### src/rtl/cnt_pkg.sv
// cnt_pkg: shared state encoding and mode codes for the counter enable generator
package cnt_pkg;
  typedef enum logic [1:0] {IDLE, RUN, BURST, STEP} en_state_t;
  localparam logic [1:0] MODE_RUN   = 2'b00;
  localparam logic [1:0] MODE_BURST = 2'b01;
  localparam logic [1:0] MODE_STEP  = 2'b10;
endpackage

### src/rtl/btn_debounce.sv
// btn_debounce: synchronises a raw button, filters bounces, flags debounced rising edges
module btn_debounce #(
  parameter int DEB_CYC = 16
) (
  input  logic Clk,
  input  logic reset,
  input  logic btn,
  output logic rise
);
  localparam int CW = $clog2(DEB_CYC);
  logic s1, s2, lvl, lvl_d;
  logic [CW-1:0] cnt;
  assign rise = lvl & ~lvl_d;
  // the synchronised level must disagree with lvl for DEB_CYC straight cycles to flip it
  always_ff @(posedge Clk) begin
    if (reset) begin
      s1    <= 1'b0;
      s2    <= 1'b0;
      lvl   <= 1'b0;
      lvl_d <= 1'b0;
      cnt   <= '0;
    end else begin
      s1    <= btn;
      s2    <= s1;
      lvl_d <= lvl;
      if (s2 == lvl) begin
        cnt <= '0;
      end else if (cnt == CW'(DEB_CYC - 1)) begin
        lvl <= s2;
        cnt <= '0;
      end else begin
        cnt <= cnt + 1'b1;
      end
    end
  end
endmodule

### src/rtl/cnt_en_gen.sv
// cnt_en_gen: single-cycle enable pulse source (run, burst, step) for the up-counter
module cnt_en_gen
  import cnt_pkg::*;
#(
  parameter int DIV_W   = 8,
  parameter int BURST_W = 8,
  parameter int DEB_CYC = 16
) (
  input  logic               Clk,
  input  logic               reset,
  input  logic [1:0]         mode,
  input  logic               start,
  input  logic               stop,
  input  logic [DIV_W-1:0]   div,
  input  logic [BURST_W-1:0] burst_len,
  input  logic               step_btn,
  output logic               en,
  output logic               busy,
  output logic               done
);
  en_state_t state;
  logic [DIV_W-1:0] div_q, div_n, psc, psc_n;
  logic [BURST_W-1:0] len_q, len_n, bcnt, cnt_n;
  logic tick, last, rise;
  btn_debounce #(.DEB_CYC(DEB_CYC)) u_deb (
    .Clk(Clk),
    .reset(reset),
    .btn(step_btn),
    .rise(rise)
  );
  // en is registered, so decide on the prescaler value the next cycle will hold;
  // in IDLE those are the values a start is about to latch
  always_comb begin
    div_n = (state == IDLE) ? div : div_q;
    len_n = (state == IDLE) ? burst_len : len_q;
    cnt_n = (state == IDLE) ? '0 : bcnt;
    psc_n = (state == IDLE || psc == div_q) ? '0 : psc + 1'b1;
    tick  = (psc_n == div_n);
    last  = (cnt_n + 1'b1 == len_n);
  end
  always_ff @(posedge Clk) begin
    if (reset) begin
      state <= IDLE;
      div_q <= '0;
      len_q <= '0;
      psc   <= '0;
      bcnt  <= '0;
      en    <= 1'b0;
      busy  <= 1'b0;
      done  <= 1'b0;
    end else begin
      en   <= 1'b0;
      done <= 1'b0;
      psc  <= psc_n;
      case (state)
        IDLE: begin
          div_q <= div;
          len_q <= burst_len;
          bcnt  <= '0;
          if (start && !stop) begin
            if (mode == MODE_STEP) begin
              state <= STEP;
              busy  <= 1'b1;
            end else if (mode != MODE_BURST) begin
              state <= RUN;
              busy  <= 1'b1;
              en    <= tick;
            end else if (burst_len == '0) begin
              done <= 1'b1;
            end else begin
              state <= BURST;
              busy  <= 1'b1;
              en    <= tick;
              done  <= tick && last;
              if (tick) bcnt <= cnt_n + 1'b1;
            end
          end
        end
        RUN: begin
          if (stop) begin
            state <= IDLE;
            busy  <= 1'b0;
          end else begin
            en <= tick;
          end
        end
        BURST: begin
          if (stop || done) begin
            state <= IDLE;
            busy  <= 1'b0;
          end else begin
            en   <= tick;
            done <= tick && last;
            if (tick) bcnt <= cnt_n + 1'b1;
          end
        end
        STEP: begin
          if (stop) begin
            state <= IDLE;
            busy  <= 1'b0;
          end else begin
            en <= rise;
          end
        end
      endcase
    end
  end
endmodule

### config.mk
export PLATFORM = sky130hd
export DESIGN_NAME = cnt_en_gen
export DESIGN_NICKNAME = d
export VERILOG_FILES = /design/src/rtl/cnt_pkg.sv /design/src/rtl/btn_debounce.sv /design/src/rtl/cnt_en_gen.sv
export SDC_FILE = /design/constraint.sdc
export NUM_CORES = 1
export LEC_CHECK = 0
export ABC_CLOCK_PERIOD_IN_PS = 4300
export CAP_MARGIN = 20
export CORE_ASPECT_RATIO = 0.7
export CORE_MARGIN = 10
export CORE_UTILIZATION = 55
export DETAILED_ROUTE_END_ITERATION = 16
export PLACE_DENSITY = 0.78
export SYNTH_ARGS = -nofsm -noshare
export SYNTH_HDL_FRONTEND = slang
export SYNTH_SLANG_ARGS = --single-unit
export TNS_END_PERCENT = 30
### constraint.sdc
create_clock -name Clk -period 4.3 [get_ports Clk]
set_clock_uncertainty 0.05 [all_clocks]
set_input_delay 0.86 -clock Clk [delete_from_list [all_inputs] [get_ports Clk]]
set_output_delay 0.86 -clock Clk [all_outputs]
set_load 0.005 [all_outputs]
---- After elaboration in Yosys (flattened, before gate mapping) ----
Index checks and enable logic that the tools add are counted.
storage, ports and cells
  register bits after elaboration ......... 45
  input port bits ......................... 23
  word-level logic and storage cells ...... 88
operators by class
  add/subtract/negate cells ............... 3
  eq/ne operators ......................... 16
  mux-type cells .......................... 40
  bitwise logic cells ..................... 3
  reduce and logical (&&, ||, !) cells .... 13
operators with widths
  kind                                                              number
  8-bit two-way mux                                                 11
  8-bit == test                                                     3
  1-bit two-way mux                                                 18
  8-bit by 1-bit adder with 8-bit output (second input constant)    2
  8-bit case mux with 2 select lines                                1
  2-bit two-way mux                                                 6
  8-bit zero test                                                   1
  2-bit == test (second input constant)                             3
  2-bit by 1-bit != test with 1-bit output (second input constant)  3
  2-bit != test (second input constant)                             3
  2-bit case mux with 3 select lines                                1
  4-bit by 1-bit adder with 4-bit output (second input constant)    1
  4-bit == test (second input constant)                             1
  4-bit != test (second input constant)                             1
  1-bit case mux with 4 select lines                                1
  4-bit AND reduction                                               1
  1-bit case mux with 3 select lines                                1
  3-bit AND reduction                                               1
  3-bit OR reduction                                                1
  2-bit by 1-bit == test with 1-bit output (second input constant)  1
  1-bit logical AND                                                 2
  2-bit zero test                                                   1
  1-bit logical OR                                                  2
  1-bit inverter                                                    2
  other kinds (7)                                                   7

---- Logic depth before layout (Yosys ltp) ----
Gate-level depths: netlist of the first run.
  depth after elaboration ................. 10
  mapped depth ............................ 12
  gate-level depth less buffers ........... 10

---- Modules after synthesis ----
A second synthesis of the first run with hierarchy kept.
second synthesis, totals
  cells, all modules ...................... 319
  area, all modules ....................... 2712.6 um2
by module, submodules not included
  module        times used  cells each  area each (um2)  seq. area each (um2)
  cnt_en_gen    1           293         2428.6           740.7
  btn_debounce  1           26          284.0            160.2

---- Worst setup path after synthesis of the first run ----
No wires, ideal clock.
  kind .................................... reg-to-reg
  start ................................... reg state[0]
  end ..................................... reg done
  library setup time ...................... 0.058 ns
  arrival ................................. 2.790 ns
  setup slack ............................. 1.401 ns
  cell stages (with the launch flop) ...... 13
  buffers on the path ..................... 3
  clock period less this slack ............ 2.899 ns
  cell sequence ........................... dfxtp_1 -> buf_4 -> or2_1 -> buf_6 -> clkbuf_1 -> and2_1 -> ha_1 -> xor2_1 -> o32ai_1 -> nand3_1 -> or4_1 -> nor4_1 -> o221a_2
between the ends
  word-level cells in the longest chain between the ends .. 10
  elaborated cells on any way between the ends .. 17
RTL lines
  item                                                                         RTL line                            source
  start, declared                                                              cnt_en_gen.sv:21                    en_state_t state;
  start signal, assigned                                                       cnt_en_gen.sv:43                    state <= IDLE;
  start signal, assigned                                                       cnt_en_gen.sv:62                    state <= STEP;
  start signal, assigned                                                       cnt_en_gen.sv:65                    state <= RUN;
  2-bit zero test                                                              --
  8-bit two-way mux or 1-bit logical OR (tied branches)                        cnt_en_gen.sv:36, cnt_en_gen.sv:37
  8-bit by 1-bit adder with 8-bit output or 8-bit two-way mux (tied branches)  cnt_en_gen.sv:39, cnt_en_gen.sv:37
  8-bit == test, on equally long branches                                      cnt_en_gen.sv:39, cnt_en_gen.sv:38
  1-bit logical AND                                                            cnt_en_gen.sv:74, cnt_en_gen.sv:93
  1-bit two-way mux                                                            cnt_en_gen.sv:68                    end else if (burst_len == '0) begin
  1-bit two-way mux                                                            cnt_en_gen.sv:64                    end else if (mode != MODE_BURST) begin
  1-bit two-way mux                                                            cnt_en_gen.sv:61                    if (mode == MODE_STEP) begin
  1-bit two-way mux                                                            cnt_en_gen.sv:60                    if (start && !stop) begin
  1-bit case mux with 2 select lines *                                         cnt_en_gen.sv:55                    case (state)
  end signal, assigned                                                         cnt_en_gen.sv:74                    done <= tick && last;
  end signal, assigned                                                         cnt_en_gen.sv:93                    done <= tick && last;
  end, declared                                                                cnt_en_gen.sv:19                    output logic done
Mark *: on every way between the ends. The rest lies on a longest branch, timed or not.
A chain may end at the register's enable or synchronous reset.

---- Worst setup path after layout of the first run ----
Ends and elaborated chain as after synthesis.

==> results of run 1 <==
==> worst paths after layout <==
path                      startpoint                 endpoint  slack [ps]
min          u_deb.cnt[0]$_SDFF_PP0_  u_deb.cnt[0]$_SDFF_PP0_         410
max reg2reg    state[0]$_SDFFE_PP0P_          done$_SDFF_PP0_        1070
min reg2reg  u_deb.cnt[0]$_SDFF_PP0_  u_deb.cnt[0]$_SDFF_PP0_         410
max            state[0]$_SDFFE_PP0P_          done$_SDFF_PP0_        1070
==> Yosys cell counts (4+ instances only) <==
master | number | share of area (%)
a21oi_1 | 11 | 2.2
a31oi_1 | 4 | 1.0
clkbuf_1 | 6 | 0.92
dfxtp_1 | 45 | 37
ha_1 | 6 | 3.1
inv_1 | 10 | 1.5
mux2i_1 | 11 | 4.5
nand2_1 | 26 | 4.0
nand3_1 | 12 | 2.4
nand4_1 | 5 | 1.3
nor2_1 | 38 | 5.8
nor2b_1 | 6 | 1.5
nor3_1 | 9 | 1.8
o21a_1 | 4 | 1.2
o21ai_0 | 7 | 1.4
o21ai_1 | 4 | 0.81
o22ai_1 | 4 | 1.0
or4_1 | 6 | 1.8
xnor2_1 | 22 | 7.8
xor2_1 | 9 | 3.2
==> sequential cells by signal, summed over array words and instances, names as in the netlist, 2 cells and up <==
register	count
bcnt	8
div_q	8
len_q	8
psc	8
state	2
u_deb.cnt	4
==> per-stage QoR <==
stage | setup slack [ps] | total power, uW | instances | util, % | hold slack [ps]
final | 1072 | 1008 | 367 | 64.77 | 408.6
after global routing | 863.7 | 1064 | 367 | 64.77 | 434.3
after CTS | 1088 | 1013 | 367 | 64.77 | 415.3
after detailed placement | 1050 | 763.0 | 359 | 62.86 | 403.5
after global placement | 1079 | 758.2 | 359 | 62.86 | 383.5
after floorplan | 1401 | 704.6 | 289 | - | 363.8
==> cell type report <==
class	instances	area (sq um)	share of cell area, %
clock buffer	6	72.57	2.588
clock inverter	2	10.01	0.3570
inverter	10	37.54	1.339
multi-input combinational	222	1449	51.67
sequential	45	900.9	32.13
tap	55	68.82	2.454
timing repair buffer	27	265.3	9.460
==> layer usage <==
| layer | up-vias | share of wire, % |
|---|---|---|
| li1 | 1051 | - |
| met1 | 927 | 51 |
| met2 | 70 | 42 |
| met3 | 4 | 6.7 |
| met4 | 0 | 0.54 |
| met5 | - | 0 |
==> cell families (layout without fill, tap and decap cells) <==
logic type	Yosys count	count (layout)
muxes	12	12
adders and majority gates	6	6
DFF	45	45
xor gates and xnor gates	31	31
buffers and inverters	22	45
AOI/OAI and AO/OA	47	47
and+or+nand+nor	126	126
==> worst register-to-register path: stages (launching register included) <==
cell and delay, ps:
dfxtp_1 530, or2_1 430, and2_1 250, ha_1 300, xor2_1 180, o32ai_1 290
nand3_1 120, or4_1 460, nor4_1 320, o221a_2 240
==> power groups by stage <==
| stage | clock (uW) | combinational [uW] | sequential [uW] |
|---|---|---|---|
| global placement | 0 | 276 | 482 |
| CTS | 257 | 282 | 474 |
| floorplan | 0 | 233 | 472 |
| global route | 275 | 310 | 479 |
| finish | 251 | 283 | 474 |
| detailed placement | 0 | 279 | 484 |
==> cells in the final DEF (no fill, tap or decap), drive strengths merged, types with 10 or more instances in the layout <==
cell type      netlist  routed
xnor2               22      22
a21oi               11      11
o21ai               12      12
nand2               26      26
nand3               12      12
clkdlybuf4s50        0      25
inv                 10      10
mux2i               12      12
dfxtp               45      45
nor2                39      39
==> flow_summary.json, run 1 <==
{
  "die_x_microns": 99.96,
  "synth_ff_type": "dfxtp_1",
  "layout_min_cycle_time_ps": 3228,
  "power_frac_comb_pct": 28.0,
  "start_util_pct": 56.85,
  "power.density_nw_per_um2": 359.4,
  "cts_tree": "yes",
  "num_antenna_cells": 0,
  "synth_area_sq_um": 2461,
  "grtUsageMet1_pct": 20.12,
  "die-area_sq_um": 7593,
  "hold_depth": 1,
  "fin_nets": 340,
  "start_kind": "flip-flop",
  "track_usage_pct": 13.93,
  "portBuffers": 25,
  "dpl_cell_area_sq_um": 2721,
  "peakVddDrop_mv": 0.2285,
  "synthMuxAreaShare_pct": 5.033,
  "crit_buf_inv": 0,
  "cts-resized-gates": 0,
  "grt_pass1_wl_mm": 8.880,
  "finalHoldViolCount": 0,
  "synth_edf_count": 0,
  "seq_power_share_pct": 47.0,
  "setup_tns_ps": 0,
  "worst-path-stages": 9,
  "r2r_cells": 9,
  "yosys_warnings": 0,
  "p_clk_share_pct": 24.9,
  "p_leak_uw": 0.001028,
  "synth_fa_ha_area_share_pct": 3.050,
  "critPathMaxFanout": 11,
  "fmax_mhz": 309.7,
  "first_global_vias": 1899,
  "io_pins": 26,
  "h-tree-depth": 2,
  "synthXorXnorAreaFrac_pct": 11.03,
  "ant_nets": 0,
  "arrival_ps": 3420,
  "row_count": 20,
  "drt_wl_total_mm": 5.353,
  "status": "finished clean",
  "synth_simple_gate_area_share_pct": 26.74,
  "path_clk_slew_ps": 80,
  "netSwitchingFraction_pct": 32.49,
  "syn_avg_cell_area_sq_um": 8.516,
  "numCtsBuffers": 5,
  "path_cells": "or2_1, and2_1, ha_1, xor2_1, o32ai_1, nand3_1, or4_1, nor4_1, o221a_2",
  "clkSinkCount": 45,
  "die_h_microns": 75.97,
  "post_cts_buffers": 0,
  "slew-limit-headroom_pct": 54.80,
  "max_cap_viol_count": 0,
  "rsz0062_at_grt": "no",
  "viasPerCell": 5.591,
  "crit_type": "reg -> reg",
  "worst_ep_required_time_ps": 4490,
  "setup_viol": 0,
  "grtUsageMet2_pct": 19.48,
  "finalCritPeriodShare_pct": 75.08,
  "drt_pass1_iterations": 4,
  "ys_seq_area_share_pct": 36.60,
  "ys_types": 52,
  "grt_max_degree": 30,
  "syn_inst": 289,
  "gp_congestion": 0.8529,
  "synth_top_family_by_area": "simple AND/OR/NAND/NOR gates",
  "clock_tree.buffer_depth": 2,
  "crit_family": "simple AND/OR/NAND/NOR gates",
  "num_vias": 2052,
  "p_int_uw": 680.4,
  "drt_iter0_drc": 175,
  "clock_latency_ps": 290,
  "p_sw_uw": 327.4,
  "tightest_slew_ps": 676.4,
  "wire_per_inst_microns": 14.59,
  "cts-root-buf": "clkbuf_8",
  "postCtsHoldBufs": 0,
  "nFillCells": 368,
  "drive_gt1_share_pct": 6.731,
  "grt.overflow.total": 0,
  "dp_hpwl_mm": 3.923,
  "slowest_stage": "dfxtp_1",
  "ys_async_sr_fraction_pct": 0,
  "drc": 0,
  "cp_slowest_stage_delay_ps": 530,
  "area_growth_pct": 13.93,
  "antenna_found_initial": 0,
  "grtUsageMet3_pct": 4.801,
  "end_kind": "flip-flop",
  "fin_area_sq_um": 2804,
  "core_sq_um": 4329,
  "grt.busiest_layer": "met1",
  "synth-compound-area-share_pct": 13.01,
  "ys_ff_latch": 45,
  "drv_slew": 0,
  "hold_path.class": "reg -> reg",
  "syn_nets": 318
}
(Power assumes the default switching activity.)
==> inputs of run 2 (changes only) <==
--- a/config.mk
+++ b/config.mk
@@ -5,7 +5,7 @@
 export SDC_FILE = /design/constraint.sdc
 export NUM_CORES = 1
 export LEC_CHECK = 0
-export ABC_CLOCK_PERIOD_IN_PS = 4300
+export ABC_CLOCK_PERIOD_IN_PS = 3000
 export CAP_MARGIN = 20
 export CORE_ASPECT_RATIO = 0.7
 export CORE_MARGIN = 10
==> constraint.sdc (replaced) <==
create_clock -name Clk -period 3 [get_ports Clk]
set_clock_uncertainty 0.05 [all_clocks]
set_input_delay 0.6 -clock Clk [delete_from_list [all_inputs] [get_ports Clk]]
set_output_delay 0.6 -clock Clk [all_outputs]
set_load 0.005 [all_outputs]
==> run 2 against run 1 <==
Effect of this change: first-iteration DRC count is 19% lower; cell area is 4.3% higher; sequential cell count stayed put; largest cell class unchanged; count of clock-buffer cells in the layout stayed put; via count is 4.0% higher; critical path depth stayed put; register-to-register slack worse by 940 ps; non-clock buffer count is 11 higher.
==> flow_summary.json, run 2 (synthesized netlist as in run 1, its figures left out) <==
{
  "slew-limit-headroom_pct": 70.70,
  "io_pins": 26,
  "p_leak_uw": 0.001095,
  "setup_viol": 0,
  "drt_iter0_drc": 141,
  "portBuffers": 25,
  "start_util_pct": 56.85,
  "worst_ep_required_time_ps": 3210,
  "grt.overflow.total": 0,
  "end_kind": "flip-flop",
  "cts-root-buf": "clkbuf_8",
  "fin_nets": 351,
  "drive_gt1_share_pct": 10.53,
  "die-area_sq_um": 7593,
  "finalCritPeriodShare_pct": 95.67,
  "cp_slowest_stage_delay_ps": 460,
  "tightest_slew_ps": 438.6,
  "clkSinkCount": 45,
  "drt_pass1_iterations": 4,
  "core_sq_um": 4329,
  "h-tree-depth": 2,
  "critPathMaxFanout": 4,
  "fmax_mhz": 348.4,
  "viasPerCell": 5.646,
  "max_cap_viol_count": 0,
  "cts_tree": "yes",
  "num_antenna_cells": 0,
  "antenna_found_initial": 0,
  "status": "finished clean",
  "grt_pass1_wl_mm": 9.487,
  "clock_latency_ps": 310,
  "power.density_nw_per_um2": 551.3,
  "first_global_vias": 2029,
  "die_x_microns": 99.96,
  "die_h_microns": 75.97,
  "layout_common_cells": "44 x dfxtp_1, 38 x nor2_1, 26 x nand2_1",
  "drt_wl_total_mm": 5.675,
  "dp_hpwl_mm": 4.279,
  "regArea_sq_um": 902.1,
  "drv_slew": 0,
  "final_common_cell": "dfxtp_1",
  "multi_input_area_sq_um": 1449,
  "drc": 0,
  "peakVddDrop_mv": 0.3399,
  "slowest_stage": "or4_1",
  "track_usage_pct": 14.81,
  "arrival_ps": 3080,
  "postCtsHoldBufs": 0,
  "finalHoldViolCount": 0,
  "gp_congestion": 0.8271,
  "wire_per_inst_microns": 15.01,
  "numCtsBuffers": 5,
  "area_growth_pct": 18.86,
  "hold_path.class": "reg -> reg",
  "crit_type": "reg -> reg",
  "path_cells": "or2_1, and2_1, ha_1, xor2_1, o32ai_1, nand3_1, or4_1, nor4_1, o221a_2",
  "layout_min_cycle_time_ps": 2870,
  "rsz0062_at_grt": "no",
  "clock_tree.buffer_depth": 2,
  "start_kind": "flip-flop",
  "grt_max_degree": 29,
  "dpl_cell_area_sq_um": 2804,
  "fin_area_sq_um": 2925,
  "nFillCells": 364,
  "ant_nets": 0,
  "row_count": 20,
  "num_vias": 2134,
  "path_clk_slew_ps": 90,
  "setup_tns_ps": 0
}
-- run 2: critical path, delay by kind of cell (launching register included) --
family                   cells  cell delay, ps
XOR/XNOR                     1             180
flip-flops                   1             360
AO/OA/AOI/OAI                2             470
AND/OR/NAND/NOR              5            1400
adder cells (fa/ha/maj)      1             360
-- run 2: path summary, 6_finish.rpt --
check                     startpoint                       to  slack (ps)  depth (start not counted)
max reg2reg    state[1]$_SDFFE_PP0P_          done$_SDFF_PP0_         130                          9
max            state[1]$_SDFFE_PP0P_          done$_SDFF_PP0_         130                          9
min          u_deb.cnt[0]$_SDFF_PP0_  u_deb.cnt[0]$_SDFF_PP0_         400                          1
min reg2reg  u_deb.cnt[0]$_SDFF_PP0_  u_deb.cnt[0]$_SDFF_PP0_         400                          1
-- run 2: per-layer routing --
metal	up-vias	GRT usage, %	share of wire (%)
met5	-	0	0
met1	992	20.95	50
li1	1076	-	-
met3	5	4.167	6.9
met4	0	4.857	0.85
met2	61	20.77	42
-- run 2: through the flow --
stage / setup slack [ps] / instances / total power, uW / hold WS (ps) / utilization [%]
final: 129.9 / 378 / 1613 / 402.5 / 67.57
after global routing: 15.24 / 378 / 1691 / 433.9 / 67.57
after CTS: 119.5 / 378 / 1619 / 409.9 / 67.54
after detailed placement: 24.19 / 370 / 1136 / 397.6 / 64.77
after global placement: 99.84 / 370 / 1129 / 383.1 / 64.77
after floorplan: 101.3 / 289 / 1010 / 363.8 / -
-- run 2: final cells by class --
cell class	instances	share of cell area, %
multi-input cells	222	49.53
flip-flops and latches	45	30.84
repair buffers	38	11.89
clock buffers	6	2.823
well taps	55	2.352
clock inverters	2	1.283
inverters	10	1.283
-- run 2: power by group --
group          switching (uW)  internal, uW
clock                     214           271
sequential               37.3           640
combinational             243           208
total                     494          1120
-- run 2: what timing repair did --
action                                  in CTS  in global routing
endpoints found under the setup margin       0                  1
setup buffers                                0                  0
endpoints found under the hold margin        0                  0
gates resized for setup                      0                  1
